==> src/rtl/intra_net_pkg.sv <==
// Shared FSM encoding and default widths for the output-buffer to activation-buffer transfer path.
// Used by intra_net_xfer_ctrl and intra_net_requant.
package intra_net_pkg;

    localparam int DEF_OUT_DATA_WIDTH = 32;
    localparam int DEF_ACT_DATA_WIDTH = 8;
    localparam int DEF_ADDR_WIDTH     = 10;
    localparam int DEF_DIM_WIDTH      = 8;
    localparam int DEF_SHIFT_WIDTH    = 5;

    typedef enum logic [1:0] {
        IDLE  = 2'd0,
        RUN   = 2'd1,
        DRAIN = 2'd2,
        DONE  = 2'd3
    } xfer_state_t;

endpackage

==> src/rtl/intra_net_requant.sv <==
// Combinational requantizer: round half up, arithmetic shift right, saturate to the activation range.
// Build option INTRA_NET_RELU_EN clamps negative results to zero before saturation.
module intra_net_requant
    import intra_net_pkg::*;
#(
    parameter int OUT_DATA_WIDTH = DEF_OUT_DATA_WIDTH,
    parameter int ACT_DATA_WIDTH = DEF_ACT_DATA_WIDTH,
    parameter int SHIFT_WIDTH    = DEF_SHIFT_WIDTH
) (
    input  logic [OUT_DATA_WIDTH-1:0] data,
    input  logic [SHIFT_WIDTH-1:0]    shift,
    output logic [ACT_DATA_WIDTH-1:0] result
);

    // One guard bit keeps the rounding add from overflowing.
    localparam int XW = OUT_DATA_WIDTH + 1;
    localparam logic signed [XW-1:0] ACT_MAX = XW'((64'sd1 <<< (ACT_DATA_WIDTH - 1)) - 64'sd1);
    localparam logic signed [XW-1:0] ACT_MIN = ~ACT_MAX;

    logic signed [XW-1:0] wide;
    logic signed [XW-1:0] rnd;
    logic signed [XW-1:0] shifted;
    logic signed [XW-1:0] clipped;

    always_comb begin
        // NOTE: every variable gets a default before any branch so no latch is inferred.
        wide    = XW'($signed(data));
        rnd     = '0;
        if (shift != '0) begin
            rnd = XW'(1) << (shift - SHIFT_WIDTH'(1));
        end
        shifted = (wide + rnd) >>> shift;
        clipped = shifted;
`ifdef INTRA_NET_RELU_EN
        if (shifted[XW-1]) begin
            clipped = '0;
        end
`endif
        if (clipped > ACT_MAX) begin
            result = ACT_MAX[ACT_DATA_WIDTH-1:0];
        end else if (clipped < ACT_MIN) begin
            result = ACT_MIN[ACT_DATA_WIDTH-1:0];
        end else begin
            result = clipped[ACT_DATA_WIDTH-1:0];
        end
    end

endmodule

==> src/rtl/intra_net_xfer_ctrl.sv <==
// Walks a row x col tile of the output buffer, requantizes each word and writes it to the activation buffer.
// Build option INTRA_NET_RELU_EN selects ReLU clamping in the requantizer; ports and timing are unchanged.
module intra_net_xfer_ctrl
    import intra_net_pkg::*;
#(
    parameter int OUT_DATA_WIDTH = DEF_OUT_DATA_WIDTH,
    parameter int ACT_DATA_WIDTH = DEF_ACT_DATA_WIDTH,
    parameter int ADDR_WIDTH     = DEF_ADDR_WIDTH,
    parameter int DIM_WIDTH      = DEF_DIM_WIDTH,
    parameter int SHIFT_WIDTH    = DEF_SHIFT_WIDTH,
    parameter int RD_LAT         = 1
) (
    input  logic                      clk,
    input  logic                      reset,
    input  logic                      start,
    input  logic [ADDR_WIDTH-1:0]     o_base_addr,
    input  logic [ADDR_WIDTH-1:0]     a_base_addr,
    input  logic [DIM_WIDTH-1:0]      num_of_col,
    input  logic [DIM_WIDTH-1:0]      num_of_row,
    input  logic [SHIFT_WIDTH-1:0]    shift,
    input  logic                      hold,
    output logic                      busy,
    output logic                      done,
    output logic                      o_rd_en,
    output logic [ADDR_WIDTH-1:0]     o_addr,
    input  logic [OUT_DATA_WIDTH-1:0] o_rd_data,
    output logic                      a_w_en,
    output logic [ADDR_WIDTH-1:0]     a_addr,
    output logic [ACT_DATA_WIDTH-1:0] a_w_data
);

    localparam logic [DIM_WIDTH-1:0]  DIM_ONE  = DIM_WIDTH'(1);
    localparam logic [ADDR_WIDTH-1:0] ADDR_ONE = ADDR_WIDTH'(1);

    xfer_state_t              state;
    logic [ADDR_WIDTH-1:0]    o_base_q;
    logic [ADDR_WIDTH-1:0]    a_base_q;
    logic [DIM_WIDTH-1:0]     cols_q;
    logic [DIM_WIDTH-1:0]     rows_q;
    logic [SHIFT_WIDTH-1:0]   shift_q;
    logic [DIM_WIDTH-1:0]     col;
    logic [DIM_WIDTH-1:0]     row;
    logic [ADDR_WIDTH-1:0]    ptr;

    // Shadow pipeline: one slot per read-latency cycle, carrying the linear index with each read.
    logic [RD_LAT-1:0]        pipe_vld;
    logic [ADDR_WIDTH-1:0]    pipe_idx [RD_LAT];

    logic [ACT_DATA_WIDTH-1:0] rq_data;
    logic                      issue;
    logic                      wrap_col;
    logic                      last_elem;

    // Reads respond to hold in the same cycle, so issue is decoded from the state register.
    assign issue     = (state == RUN) && !hold;
    assign wrap_col  = (col == cols_q - DIM_ONE);
    assign last_elem = wrap_col && (row == rows_q - DIM_ONE);
    assign o_rd_en   = issue;
    assign o_addr    = issue ? (o_base_q + ptr) : '0;

    intra_net_requant #(
        .OUT_DATA_WIDTH (OUT_DATA_WIDTH),
        .ACT_DATA_WIDTH (ACT_DATA_WIDTH),
        .SHIFT_WIDTH    (SHIFT_WIDTH)
    ) u_requant (
        .data   (o_rd_data),
        .shift  (shift_q),
        .result (rq_data)
    );

    // NOTE: the index payload has no reset; only the valid bits decide whether a slot is live.
    always_ff @(posedge clk) begin
        pipe_idx[0] <= ptr;
        for (int i = 1; i < RD_LAT; i++) begin
            pipe_idx[i] <= pipe_idx[i-1];
        end
    end

    // NOTE: all state here uses non-blocking assignments so every register sees pre-edge values.
    always_ff @(posedge clk) begin
        if (reset) begin
            state    <= IDLE;
            busy     <= 1'b0;
            done     <= 1'b0;
            o_base_q <= '0;
            a_base_q <= '0;
            cols_q   <= '0;
            rows_q   <= '0;
            shift_q  <= '0;
            col      <= '0;
            row      <= '0;
            ptr      <= '0;
            pipe_vld <= '0;
            a_w_en   <= 1'b0;
            a_addr   <= '0;
            a_w_data <= '0;
        end else begin
            done <= 1'b0;

            pipe_vld[0] <= issue;
            for (int i = 1; i < RD_LAT; i++) begin
                pipe_vld[i] <= pipe_vld[i-1];
            end

            // Data, address and enable of a write are registered together.
            a_w_en <= pipe_vld[RD_LAT-1];
            if (pipe_vld[RD_LAT-1]) begin
                a_addr   <= a_base_q + pipe_idx[RD_LAT-1];
                a_w_data <= rq_data;
            end

            case (state)
                IDLE: begin
                    if (start) begin
                        o_base_q <= o_base_addr;
                        a_base_q <= a_base_addr;
                        cols_q   <= num_of_col;
                        rows_q   <= num_of_row;
                        shift_q  <= shift;
                        col      <= '0;
                        row      <= '0;
                        ptr      <= '0;
                        busy     <= 1'b1;
                        if (num_of_col == '0 || num_of_row == '0) begin
                            state <= DONE;
                            done  <= 1'b1;
                        end else begin
                            state <= RUN;
                        end
                    end
                end

                RUN: begin
                    if (!hold) begin
                        ptr <= ptr + ADDR_ONE;
                        if (wrap_col) begin
                            col <= '0;
                            row <= row + DIM_ONE;
                        end else begin
                            col <= col + DIM_ONE;
                        end
                        if (last_elem) begin
                            state <= DRAIN;
                        end
                    end
                end

                // The write register retires its last entry in the cycle the pipeline runs empty.
                DRAIN: begin
                    if (pipe_vld == '0) begin
                        state <= DONE;
                        done  <= 1'b1;
                    end
                end

                DONE: begin
                    state <= IDLE;
                    busy  <= 1'b0;
                end

                default: begin
                    state <= IDLE;
                    busy  <= 1'b0;
                end
            endcase
        end
    end

endmodule
==> config.mk <==
export PLATFORM = sky130hd
export DESIGN_NAME = intra_net_xfer_ctrl
export DESIGN_NICKNAME = d
export VERILOG_FILES = /design/src/rtl/intra_net_pkg.sv /design/src/rtl/intra_net_requant.sv /design/src/rtl/intra_net_xfer_ctrl.sv
export SDC_FILE = /design/constraint.sdc
export NUM_CORES = 1
export LEC_CHECK = 0
export ABC_AREA = 1
export CORE_AREA = 2 2 145 147
export DETAILED_ROUTE_END_ITERATION = 8
export DIE_AREA = 0 0 147 149
export PLACE_DENSITY_LB_ADDON = 0.12
export SLEW_MARGIN = 20
export SYNTH_ARGS = -nofsm -noshare
export SYNTH_HDL_FRONTEND = slang
export SYNTH_SLANG_ARGS = --single-unit
export TNS_END_PERCENT = 50
==> constraint.sdc <==
create_clock -name clk -period 5.6 [get_ports clk]
set_input_delay 0.84 -clock clk [delete_from_list [all_inputs] [get_ports clk]]
set_output_delay 0.84 -clock clk [all_outputs]
set_load 0.05 [all_outputs]
# --- Word-level counts from Yosys, hierarchy flattened ---
# Memories as Yosys holds them, arrays and structs flattened.
# Cells that the tools add are included.
classes:
  add_sub_neg: 9
  n_lt_le_gt_ge: 2
  n_eq_ne: 10
  shifts: 2
  n_mux: 26
  reduce_logical: 15
ops:
  columns: ["cell", "count"]
  rows:
  - ["2-to-1 mux 8 bit", 7]
  - ["adder 32 x 33 -> 33 bit", 1]
  - ["greater-than comparator 33 x 8 -> 1 bit (second input constant)", 1]
  - ["less-than comparator 33 x 8 -> 1 bit (second input constant)", 1]
  - ["2-to-1 mux 33 bit", 1]
  - ["<< shifter 1 x 5 -> 33 bit (first input constant)", 1]
  - [">>> shifter 33 x 5 -> 33 bit", 1]
  - ["case mux 8 bit (2 select lines)", 2]
  - ["2-to-1 mux 10 bit", 3]
  - ["adder 10 bit", 2]
  - ["case mux 10 bit (2 select lines)", 1]
  - ["adder 8 x 1 -> 8 bit (second input constant)", 2]
  - ["equality test 8 bit", 2]
  - ["zero test 8 bit", 2]
  - ["subtractor 8 x 1 -> 8 bit (second input constant)", 2]
  - ["adder 10 x 1 -> 10 bit (second input constant)", 1]
  - ["2-to-1 mux 2 bit", 5]
  - ["!= test 2 bit (second input constant)", 5]
  - ["case mux 2 bit (4 select lines)", 1]
  - ["AND reduction 4 bit", 2]
  - ["nonzero test 5 bit", 1]
  - ["subtractor 5 x 1 -> 5 bit (second input constant)", 1]
  - ["equality test 2 bit (second input constant)", 2]
  - ["2-to-1 mux 1 bit", 4]
  - ["other kinds (9)", 13]
totals:
  register_bits: 91
  ramBits: 10
  output_inout_bits: 32
  wordCells: 80
  memories: 1
mem_list:
  columns: ["name", "words", "word_bits", "read_ports", "rd_clocked_by_memory_dff", "wr", "line_no", "source"]
  rows:
  - ["pipe_idx", 1, 10, 1, 0, 1, "intra_net_xfer_ctrl.sv:47", "logic [ADDR_WIDTH-1:0] pipe_idx [RD_LAT];"]

# --- Logic depth before layout (Yosys ltp) ---
# Gate-level depths: netlist of the first run.
depth:
  depth_word: 8
  depth_mapped: 42

# --- Cells and area by module ---
# A second synthesis of the first run with hierarchy kept.
hier_totals:
  cells_unflattened: 1938
  area_unflattened_um2: 10903.0
by_module_without_submodules:
  columns: ["module", "instances", "cells_each", "area_per_inst_um2"]
  rows:
  - ["intra_net_requant", 1, 1208, 5753.0]
  - ["intra_net_xfer_ctrl", 1, 730, 5149.9]

# --- Worst setup path before layout of the first run ---
# No wires, ideal clock.
synth_timing:
  path_type: "reg2reg"
  startpoint: "register shift_q[0]"
  endpoint: "register a_w_data[0]"
  setup_time_ps: 109
  t_arrival_ps: 3976
  required_ps: 5491
  slack_ps: 1515
  path_stages_with_launch: 42
  path_buffers: 2
  period_less_slack_ps: 4085
  cell_sequence: "dfxtp_1 > clkbuf_1 > clkbuf_1 > nor2_1 > inv_1 > nor2_1 > inv_1 > nor2_1 > inv_1 > nand2_1 > nand2_1 > inv_1 > nand2_1 > inv_1 > ha_1 > inv_1 > fa_1 > inv_1 > [6 not listed] > nand2_1 > nand2_1 > nand3_1 > nand3_1 > nand3_1 > nand2_2 > nand2_2 > nand3_1 > nand2_2 > nand2_1 > nor2_1 > nand2_1 > nor2_1 > nand2_1 > nand3_2 > nand3_1 > nand2_1 > inv_1"
synth_between:
  elab_chain_len: 8
  elab_cells_between_ends: 10
  classes_between: "2 x add/sub; 2 x order compare; 2 x shift; 3 x mux; 1 x reduce/logical"
synth_lines:
  columns: ["item", "line_no", "source"]
  rows:
  - ["start: declaration", "intra_net_xfer_ctrl.sv:40", "logic [SHIFT_WIDTH-1:0] shift_q;"]
  - ["start signal: assignment", "intra_net_xfer_ctrl.sv:119", "shift_q <= shift;"]
  - ["subtractor 5 x 1 -> 5 bit", "intra_net_requant.sv:30", "rnd = XW'(1) << (shift - SHIFT_WIDTH'(1));"]
  - ["<< shifter 1 x 5 -> 33 bit", "intra_net_requant.sv:30", null]
  - ["2-to-1 mux 33 bit", "intra_net_requant.sv:29", "if (shift != '0) begin"]
  - ["adder 32 x 33 -> 33 bit", "intra_net_requant.sv:32", "shifted = (wide + rnd) >>> shift;"]
  - [">>> shifter 33 x 5 -> 33 bit *", "intra_net_requant.sv:32", null]
  - ["less-than comparator 33 x 8 -> 1 bit", "intra_net_requant.sv:41", "end else if (clipped < ACT_MIN) begin"]
  - ["2-to-1 mux 8 bit", "intra_net_requant.sv:41", null]
  - ["2-to-1 mux 8 bit *", "intra_net_requant.sv:39", "if (clipped > ACT_MAX) begin"]
  - ["end signal: assignment", "intra_net_xfer_ctrl.sv:109", "a_w_data <= rq_data;"]
  - ["end: declaration", "intra_net_xfer_ctrl.sv:29", "output logic [ACT_DATA_WIDTH-1:0] a_w_data"]
# Mark *: on every way between the ends. The rest lies on a longest branch, timed or not.
# A chain may end at the register's enable or synchronous reset.

# --- Final worst setup path of the first run ---
layout_timing:
  startpoint: "register shift_q[0]"
  endpoint: "register a_w_data[4]"
# Same word-level chain as after synthesis.

==> flow_metrics.py, run 1 <==
metrics = {
    "synthesis": {
        "netlist_instances": 1903,
        "ys.flop_type": "dfxtp_1",
        "yosysWarnings": 0,
        "seq_area_frac_synth": 0.184,
        "synth_fp_nets": 2042,
        "avgSynthCellArea_um2": 5.79,
        "synth-edff-count": 0,
        "yosysUniqueCellTypes": 56,
        "async_flop_share": 0,
        "netlist_area_um2": 11000,
        "ys_ff_latch": 101,
    },
    "global_routing": {
        "antenna_found_initial": 1,
        "grt_max_degree": 79,
        "grt_pass1_vias": 11600,
        "grt_usage": 0.328,
        "grt.overflow.total": 0,
        "grt_pass1_wl_um": 57800,
    },
    "pwr": {
        "power_density_nw_per_um2": 334,
        "clkPwrFrac": 0.149,
        "p_int_mw": 1.97,
        "p_leak_nw": 6.18,
        "p_switching_mw": 2.21,
        "p_seq_frac": 0.213,
        "switching_share": 0.528,
        "vdd_drop_max_uv": 265,
        "total_power_mw": 4.18,
        "pwr-share-comb": 0.638,
    },
    "critical_path": {
        "crit_family": "simple AND/OR/NAND/NOR gates",
        "cp.buffers_inverters": 8,
        "slowest_delay_ns": 0.39,
        "end_kind": "flip-flop",
        "r2r_slack_ns": 0.71,
        "crit_required_ns": 5.85,
        "crit_path_max_fanout": 8,
        "worstSetupStartpointType": "flip-flop",
        "setup.worst_path.class": "reg -> reg",
        "critical_path_arrival_ns": 5.14,
        "slowest_stage": "fa_1",
        "crit_top_cell": "nand2_1",
    },
    "floorplanning": {
        "fp.dieW_um": 147,
        "core_um2": 20600,
        "io_pins": 109,
        "rows": 53,
        "die_area_um2": 21900,
        "initial_utilization": 0.536,
        "die_h_um": 149,
    },
    "sta": {
        "finalHoldViolCount": 0,
        "relSlewSlack": 0.357,
        "fmax_ghz": 0.204,
        "post-route-min-period_ns": 4.89,
        "rsz0062_at_grt": "no",
        "setup_tns_ns": 0,
        "tightestPinTransition_ns": 0.963,
        "slew_viol_final": 0,
        "skew_ns": 0.0101,
        "finalSetupViolCount": 0,
        "period_share": 0.874,
    },
    "final_layout": {
        "fillers": 2141,
        "final_common_cell": "nand2_1",
        "final_cell_mix": "nand2_1 (546), nand3_1 (316), inv_1 (235), nor2_1 (195), clkdlybuf4s50_1 (107)",
        "drive_gt1_frac": 0.0786,
        "area_growth_pct": 13.7,
        "fin_nets": 2107,
        "antenna_cells": 0,
        "final_cells": 2248,
    },
    "clock_tree": {
        "cts_buffers": 9,
        "clk_path_buf_depth": 2,
        "root_buffer": "clkbuf_16",
        "holdBufCountCts": 0,
        "htreeDepth": 3,
        "cts_resized": 0,
        "insertion_delay_ns": 0.35,
        "tritoncts": "built",
        "path_clk_slew_ns": 0.08,
        "cts_setup_buffers": 0,
        "cts_num_sinks": 101,
    },
    "routing": {
        "routed_wl_um": 35600,
        "dr.pass1.iters": 6,
        "wl_per_cell_um": 15.8,
        "detail-route-antenna-nets": 0,
        "drt_iter0_drc": 945,
        "drc": 0,
        "vias": 12400,
        "viasPerCell": 5.50,
    },
    "placed_design": {
        "hpwl_um": 28500,
        "gp_congestion": 1.02,
        "dpl.cell_count": 2232,
        "portBuffers": 108,
    },
    "status": {
        "outcome": "completed",
    },
    "job": {
        "maxCapViolCount": 0,
    },
    "hold_path": {
        "hold_class": "reg -> reg",
    },
}
-- registers in the layout (all words and copies together) (netlist names), 10 cells and up --
name and cells:
a_base_q 10, o_base_q 10, pipe_idx 10, a_addr 10
ptr 10
-- cell type report --
| cell class | count | area [um2] | share of cell area |
|---|---|---|---|
| Clock inverter | 6 | 62.6 | 0.00500 |
| Inverter | 253 | 955 | 0.0763 |
| Sequential cell | 101 | 2020 | 0.162 |
| Timing Repair Buffer | 124 | 1200 | 0.0956 |
| Multi-Input combinational cell | 1479 | 7710 | 0.616 |
| Tap cell | 275 | 344 | 0.0275 |
| Clock buffer | 10 | 229 | 0.0183 |
-- path summary, 6_finish.rpt --
check	cells after the start	to	start
hold reg to reg	0	pipe_idx[0][3]	ptr[3]
setup reg to reg	36	a_w_data[4]	shift_q[0]
setup / recovery	36	a_w_data[4]	shift_q[0]
hold / removal	0	pipe_idx[0][3]	ptr[3]
-- power by group through the flow --
stage	sequential (mW)	clock, mW	combinational, mW
detailed placement	0.904	0	2.59
CTS	0.888	0.631	2.61
global placement	0.903	0	2.60
floorplan	0.932	0	1.89
global route	0.902	0.658	2.93
finish	0.890	0.622	2.66
-- cell usage after synthesis, types with 14 or more instances --
master | count | area [um2]
xor2_1 | 29 | 254
nand3_2 | 48 | 480
buf_2 | 27 | 135
a21oi_1 | 81 | 405
o21ai_0 | 36 | 180
a211oi_1 | 20 | 150
dfxtp_1 | 101 | 2020
nand2_2 | 29 | 181
inv_1 | 235 | 882
nand3_1 | 316 | 1580
nor2_1 | 195 | 732
clkbuf_1 | 28 | 105
nor2_2 | 14 | 87.6
nor3_1 | 18 | 90.1
xnor2_1 | 17 | 149
nand2_1 | 547 | 2050
ha_1 | 59 | 738
-- cells by family (layout without fill, tap and decap cells) --
| kind of cell | after synthesis | after routing | synth area share |
|---|---|---|---|
| compound gates | 160 | 160 | 0.0832 |
| xor+xnor | 47 | 47 | 0.0381 |
| fa+ha+maj | 62 | 62 | 0.0725 |
| buf+inv | 323 | 393 | 0.116 |
| flops | 101 | 101 | 0.184 |
| mux | 1 | 1 | 0.000909 |
| other cells | 1 | 1 | 0.000341 |
| simple gates | 1208 | 1208 | 0.505 |
-- metrics by stage --
step	area [um2]	utilization	hold slack (ns)	setup slack (ns)
final	12500	0.609	0.387	0.708
after global routing	12500	0.609	0.405	0.213
after CTS	12500	0.609	0.384	0.855
after detailed placement	12200	0.595	0.374	0.878
after global placement	12200	0.595	0.369	0.974
after floorplan	11000	-	0.355	1.52
-- routing by layer --
layer  part of all wire  track usage
met1               0.43        0.418
met2               0.46        0.567
met3              0.064       0.0343
met4              0.045        0.137
met5            0.00034            0
Note: power is estimated with default switching activity, not from simulation.
==> run 2: changes to the inputs <==
--- a/config.mk
+++ b/config.mk
@@ -6,10 +6,11 @@
 export NUM_CORES = 1
 export LEC_CHECK = 0
 export ABC_AREA = 1
-export CORE_AREA = 2 2 145 147
+export CORE_AREA = 2 2 146 148
 export DETAILED_ROUTE_END_ITERATION = 8
-export DIE_AREA = 0 0 147 149
+export DIE_AREA = 0 0 148 150
 export PLACE_DENSITY_LB_ADDON = 0.12
+export SKIP_LAST_GASP = 1
 export SLEW_MARGIN = 20
 export SYNTH_ARGS = -nofsm -noshare
 export SYNTH_HDL_FRONTEND = slang
==> constraint.sdc (replaced) <==
create_clock -name clk -period 4.16 [get_ports clk]
set_input_delay 0.624 -clock clk [delete_from_list [all_inputs] [get_ports clk]]
set_output_delay 0.624 -clock clk [all_outputs]
set_load 0.05 [all_outputs]
==> flow_metrics.py, run 2 (synthesis gave the netlist of run 1 again) <==
metrics = {
    "sta": {
        "period_share": 1.02,
        "finalHoldViolCount": 0,
        "rsz0062_at_grt": "yes",
        "fmax_ghz": 0.237,
        "tightestPinTransition_ns": 1.02,
        "post-route-min-period_ns": 4.23,
        "setup_ws_ns": -0.0671,
        "setup_tns_ns": -0.408,
        "slew_viol_final": 0,
        "skew_ns": 0.00606,
        "relSlewSlack": 0.321,
        "finalSetupViolCount": 7,
    },
    "pwr": {
        "p_leak_nw": 7.05,
        "vdd_drop_max_uv": 438,
        "clkPwrFrac": 0.129,
        "p_switching_mw": 3.28,
        "power_density_nw_per_um2": 444,
        "total_power_mw": 6.43,
        "switching_share": 0.511,
        "p_seq_frac": 0.188,
        "pwr-share-comb": 0.683,
        "p_int_mw": 3.15,
    },
    "routing": {
        "drc": 0,
        "drt_iter0_drc": 887,
        "detail-route-antenna-nets": 0,
        "dr.pass1.iters": 6,
        "routed_wl_um": 38200,
        "vias": 13100,
        "viasPerCell": 5.50,
        "wl_per_cell_um": 16.0,
    },
    "floorplanning": {
        "rows": 53,
        "core_um2": 20700,
        "fp.dieW_um": 148,
        "initial_utilization": 0.532,
        "die_area_um2": 22200,
        "io_pins": 109,
        "die_h_um": 150,
    },
    "critical_path": {
        "crit_end": "a_w_data[3]",
        "slowest_stage": "dfxtp_4",
        "crit_required_ns": 4.41,
        "critical_path_arrival_ns": 4.48,
        "worstSetupStartpointType": "flip-flop",
        "crit_top_cell": "nand2_2",
        "crit_path_max_fanout": 7,
        "r2r-end": "a_w_data[3]",
        "r2r-start": "shift_q[1]",
        "reg2reg_depth": 33,
        "setup.worst_path.class": "reg -> reg",
        "crit_start": "shift_q[1]",
        "end_kind": "flip-flop",
        "slowest_delay_ns": 0.38,
        "r2r_slack_ns": -0.07,
    },
    "placed_design": {
        "hpwl_um": 29800,
        "dpl.cell_count": 2354,
        "portBuffers": 108,
        "gp_congestion": 1.02,
    },
    "final_layout": {
        "final_cells": 2385,
        "finish.utilization": 0.699,
        "final_common_cell": "nand2_1",
        "antenna_cells": 0,
        "fillers": 1874,
        "regArea_um2": 2030,
        "multi_input_area_um2": 8560,
        "final_cell_mix": "nand2_1 (505), nand3_1 (249), inv_1 (226), nor2_1 (175), buf_4 (146)",
        "area_growth_pct": 31.3,
        "fin_nets": 2244,
        "drive_gt1_frac": 0.216,
    },
    "status": {
        "violations": "setup timing",
        "outcome": "finished, violations left",
    },
    "global_routing": {
        "antenna_found_initial": 0,
        "grt_pass1_wl_um": 59600,
        "grt_usage": 0.333,
        "grt.overflow.total": 0,
        "grt_pass1_vias": 12200,
        "grt_max_degree": 55,
    },
    "clock_tree": {
        "insertion_delay_ns": 0.34,
        "tritoncts": "built",
        "cts_buffers": 9,
        "htreeDepth": 3,
        "clk_path_buf_depth": 2,
        "path_clk_slew_ns": 0.07,
        "root_buffer": "clkbuf_16",
        "cts_num_sinks": 101,
    },
    "job": {
        "maxCapViolCount": 0,
    },
    "hold_path": {
        "hold_class": "reg -> reg",
    },
}
-- run 2: cell count changes in the layout (fill, tap and decap cells not counted), sizes merged --
cell      before  now
clkinv         6    7
inv          253  251
buf           17  154
clkinvlp       0    1
-- run 2: how the worst min path moves through the flow --
| stage | cells after the start | endpoint | from |
|---|---|---|---|
| after CTS | 0 | pipe_idx[0][3] | ptr[3] |
| after global routing | 0 | pipe_idx[0][3] | ptr[3] |
| after detailed placement | 0 | pipe_idx[0][3] | ptr[3] |
| after floorplan | 0 | pipe_idx[0][3] | ptr[3] |
| final | 0 | pipe_idx[0][3] | ptr[3] |
| after global placement | 0 | pipe_idx[0][3] | ptr[3] |
-- run 2: power by group through the flow --
stage                     Combinational [mW]  Sequential (mW)  Clock, mW
after floorplan                         2.54             1.25          0
after global placement                  3.84             1.21          0
after detailed placement                3.85             1.21          0
after CTS                               3.95             1.19      0.836
after global routing                    4.77             1.22      0.874
final                                   4.39             1.21      0.830
-- run 2: metal layers --
layer  routed length, um  global-route usage  vias to the layer above  part of all wire
met1               15600               0.414                     6012              0.41
met2               18500               0.592                      492              0.49
met3                2610              0.0418                       87             0.068
li1                    -                   -                     6527                 -
met4                1380               0.117                        0             0.036
met5                   0                   0                        -                 0
-- run 2: critical path: cells and delay by family (launching register included) --
family,cells,cell delay (ns)
AND/OR/NAND/NOR,23,2.42
buffers and inverters,8,0.91
flip-flops,1,0.38
adder cells (fa/ha/maj),1,0.22
AO/OA/AOI/OAI,1,0.17
-- run 2: final cells by class --
class | instances | area share
Multi-Input combinational cell | 1479 | 0.592
Timing Repair Buffer | 261 | 0.157
Sequential cell | 101 | 0.141
Inverter | 253 | 0.0662
Tap cell | 275 | 0.0238
Clock buffer | 10 | 0.0165
Clock inverter | 6 | 0.00372
-- run 2: repair_timing --
item                                    4_1_cts  5_1_grt
pin swaps                                    17       52
resized for setup                            47      159
hold buffers                                  0        0
buffers inserted                              4       11
endpoints found under the setup margin        7        9
-- run 2: metrics by stage --
stage / cell area (um2) / setup slack (ns) / hold WS [ns]
2_1_floorplan: 11000 / 0.0751 / 0.355
3_3_place_gp: 13200 / -0.189 / 0.366
3_5_place_dp: 13200 / -0.238 / 0.369
4_1_cts: 13700 / 0.00935 / 0.379
5_1_grt: 14500 / -0.297 / 0.391
6_report: 14500 / -0.0671 / 0.379
==> run 3: changes to the inputs <==
--- a/config.mk
+++ b/config.mk
@@ -6,9 +6,9 @@
 export NUM_CORES = 1
 export LEC_CHECK = 0
 export ABC_AREA = 1
-export CORE_AREA = 2 2 146 148
+export CORE_AREA = 3 3 147 149
 export DETAILED_ROUTE_END_ITERATION = 8
-export DIE_AREA = 0 0 148 150
+export DIE_AREA = 0 0 150 152
 export PLACE_DENSITY_LB_ADDON = 0.12
 export SKIP_LAST_GASP = 1
 export SLEW_MARGIN = 20
==> flow_metrics.py, run 3 (synthesis gave the netlist of run 1 again) <==
metrics = {
    "clock_tree": {
        "tritoncts": "built",
        "root_buffer": "clkbuf_16",
        "path_clk_slew_ns": 0.07,
        "htreeDepth": 3,
        "cts_buffers": 9,
        "insertion_delay_ns": 0.35,
        "cts_num_sinks": 101,
        "clk_path_buf_depth": 2,
    },
    "floorplanning": {
        "core_um2": 20300,
        "initial_utilization": 0.542,
        "io_pins": 109,
        "rows": 52,
        "fp.dieW_um": 150,
        "die_h_um": 152,
        "die_area_um2": 22800,
    },
    "routing": {
        "drt_iter0_drc": 1094,
        "vias": 13200,
        "detail-route-antenna-nets": 0,
        "drc": 0,
        "dr.pass1.iters": 6,
        "viasPerCell": 5.50,
        "routed_wl_um": 38700,
        "wl_per_cell_um": 16.2,
    },
    "critical_path": {
        "setup.worst_path.class": "reg -> reg",
        "slowest_delay_ns": 0.39,
        "slowest_stage": "fa_2",
        "worstSetupStartpointType": "flip-flop",
        "crit_required_ns": 4.41,
        "crit_path_max_fanout": 7,
        "critical_path_arrival_ns": 4.54,
        "end_kind": "flip-flop",
    },
    "global_routing": {
        "grt_pass1_wl_um": 60200,
        "grt_pass1_vias": 12100,
        "grt_usage": 0.322,
        "antenna_found_initial": 0,
        "grt_max_degree": 78,
        "grt.overflow.total": 0,
    },
    "pwr": {
        "p_leak_nw": 7.18,
        "clkPwrFrac": 0.138,
        "switching_share": 0.502,
        "p_switching_mw": 3.32,
        "pwr-share-comb": 0.681,
        "p_int_mw": 3.29,
        "power_density_nw_per_um2": 451,
        "total_power_mw": 6.61,
        "vdd_drop_max_uv": 463,
        "p_seq_frac": 0.181,
    },
    "final_layout": {
        "drive_gt1_frac": 0.227,
        "multi_input_area_um2": 8630,
        "final_common_cell": "nand2_1",
        "final_cell_mix": "nand2_1 (505), nand3_1 (233), inv_1 (229), nor2_1 (172), buf_4 (154)",
        "final_cells": 2389,
        "regArea_um2": 2030,
        "antenna_cells": 0,
        "area_growth_pct": 33.0,
        "fillers": 1827,
        "fin_nets": 2254,
    },
    "sta": {
        "finalHoldViolCount": 0,
        "rsz0062_at_grt": "yes",
        "setup_tns_ns": -0.824,
        "tightestPinTransition_ns": 1.09,
        "skew_ns": 0.00579,
        "fmax_ghz": 0.233,
        "setup_ws_ns": -0.130,
        "period_share": 1.03,
        "post-route-min-period_ns": 4.29,
        "relSlewSlack": 0.272,
        "finalSetupViolCount": 7,
        "slew_viol_final": 0,
    },
    "hold_path": {
        "hold_class": "reg -> reg",
    },
    "status": {
        "outcome": "finished, violations left",
        "violations": "setup timing",
    },
    "placed_design": {
        "dpl.cell_count": 2364,
        "hpwl_um": 30000,
        "gp_congestion": 0.999,
        "portBuffers": 108,
    },
    "job": {
        "maxCapViolCount": 0,
    },
}
-- run 3: cell count changes in the layout (fill, tap and decap cells not counted), sizes merged --
cell	before	now
clkinvlp	1	2
clkbuf	10	9
buf	154	164
bufinv	0	2
clkinv	7	5
inv	251	250
-- run 3: final timing paths --
kind | start | to | slack [ns] | cells past startpoint
worst max-delay path | shift_q[1] | a_w_data[3] | -0.13 | 39
worst min-delay path | ptr[9] | pipe_idx[0][9] | 0.39 | 0
worst max register to register | shift_q[1] | a_w_data[3] | -0.13 | 39
worst min register to register | ptr[9] | pipe_idx[0][9] | 0.39 | 0
-- run 3: metrics by stage --
| stage | worst slack [ns] | hold WS [ns] | area [um2] | util |
|---|---|---|---|---|
| global placement | -0.166 | 0.366 | 13300 | 0.655 |
| detailed placement | -0.293 | 0.375 | 13300 | 0.655 |
| global route | -0.434 | 0.402 | 14600 | 0.722 |
| finish | -0.130 | 0.389 | 14600 | 0.722 |
| CTS | 0.00121 | 0.384 | 13900 | 0.684 |
| floorplan | 0.0751 | 0.355 | 11000 | - |
-- run 3: power by group through the flow --
stage / logic, mW / registers (mW) / clock network (mW)
after floorplan: 2.54 / 1.25 / 0
after global placement: 3.91 / 1.21 / 0
after detailed placement: 3.92 / 1.21 / 0
after CTS: 4.04 / 1.19 / 0.917
after global routing: 4.89 / 1.21 / 0.951
final: 4.50 / 1.20 / 0.913
-- run 3: layout make-up --
type / instances / share of cell area
clock buffer: 9 / 0.0154
clock inverter: 6 / 0.00658
inverter: 253 / 0.0654
multi-input combinational: 1479 / 0.589
sequential: 101 / 0.138
tap: 270 / 0.0231
timing repair buffer: 271 / 0.162
-- run 3: metal layers --
| metal | wire length (um) | track usage |
|---|---|---|
| met5 | 0 | 0 |
| met4 | 1770 | 0.129 |
| met3 | 2460 | 0.0456 |
| met2 | 18200 | 0.533 |
| met1 | 16300 | 0.421 |
-- run 3: what timing repair did --
action | 4_1_cts | 5_1_grt
gates cloned | 0 | 0
endpoints found under the setup margin | 7 | 8
hold endpoints to repair | 0 | 0
resized for setup | 67 | 155
buffers inserted | 1 | 9
hold buffers | 0 | 0
pin swaps | 12 | 63
-- run 3: worst max-delay path: cells and delay by family (launching register included) --
family / cells / cell delay (ns)
buffers and inverters: 9 / 0.54
flip-flops: 1 / 0.35
AND/OR/NAND/NOR: 28 / 2.71
adder cells (fa/ha/maj): 2 / 0.57
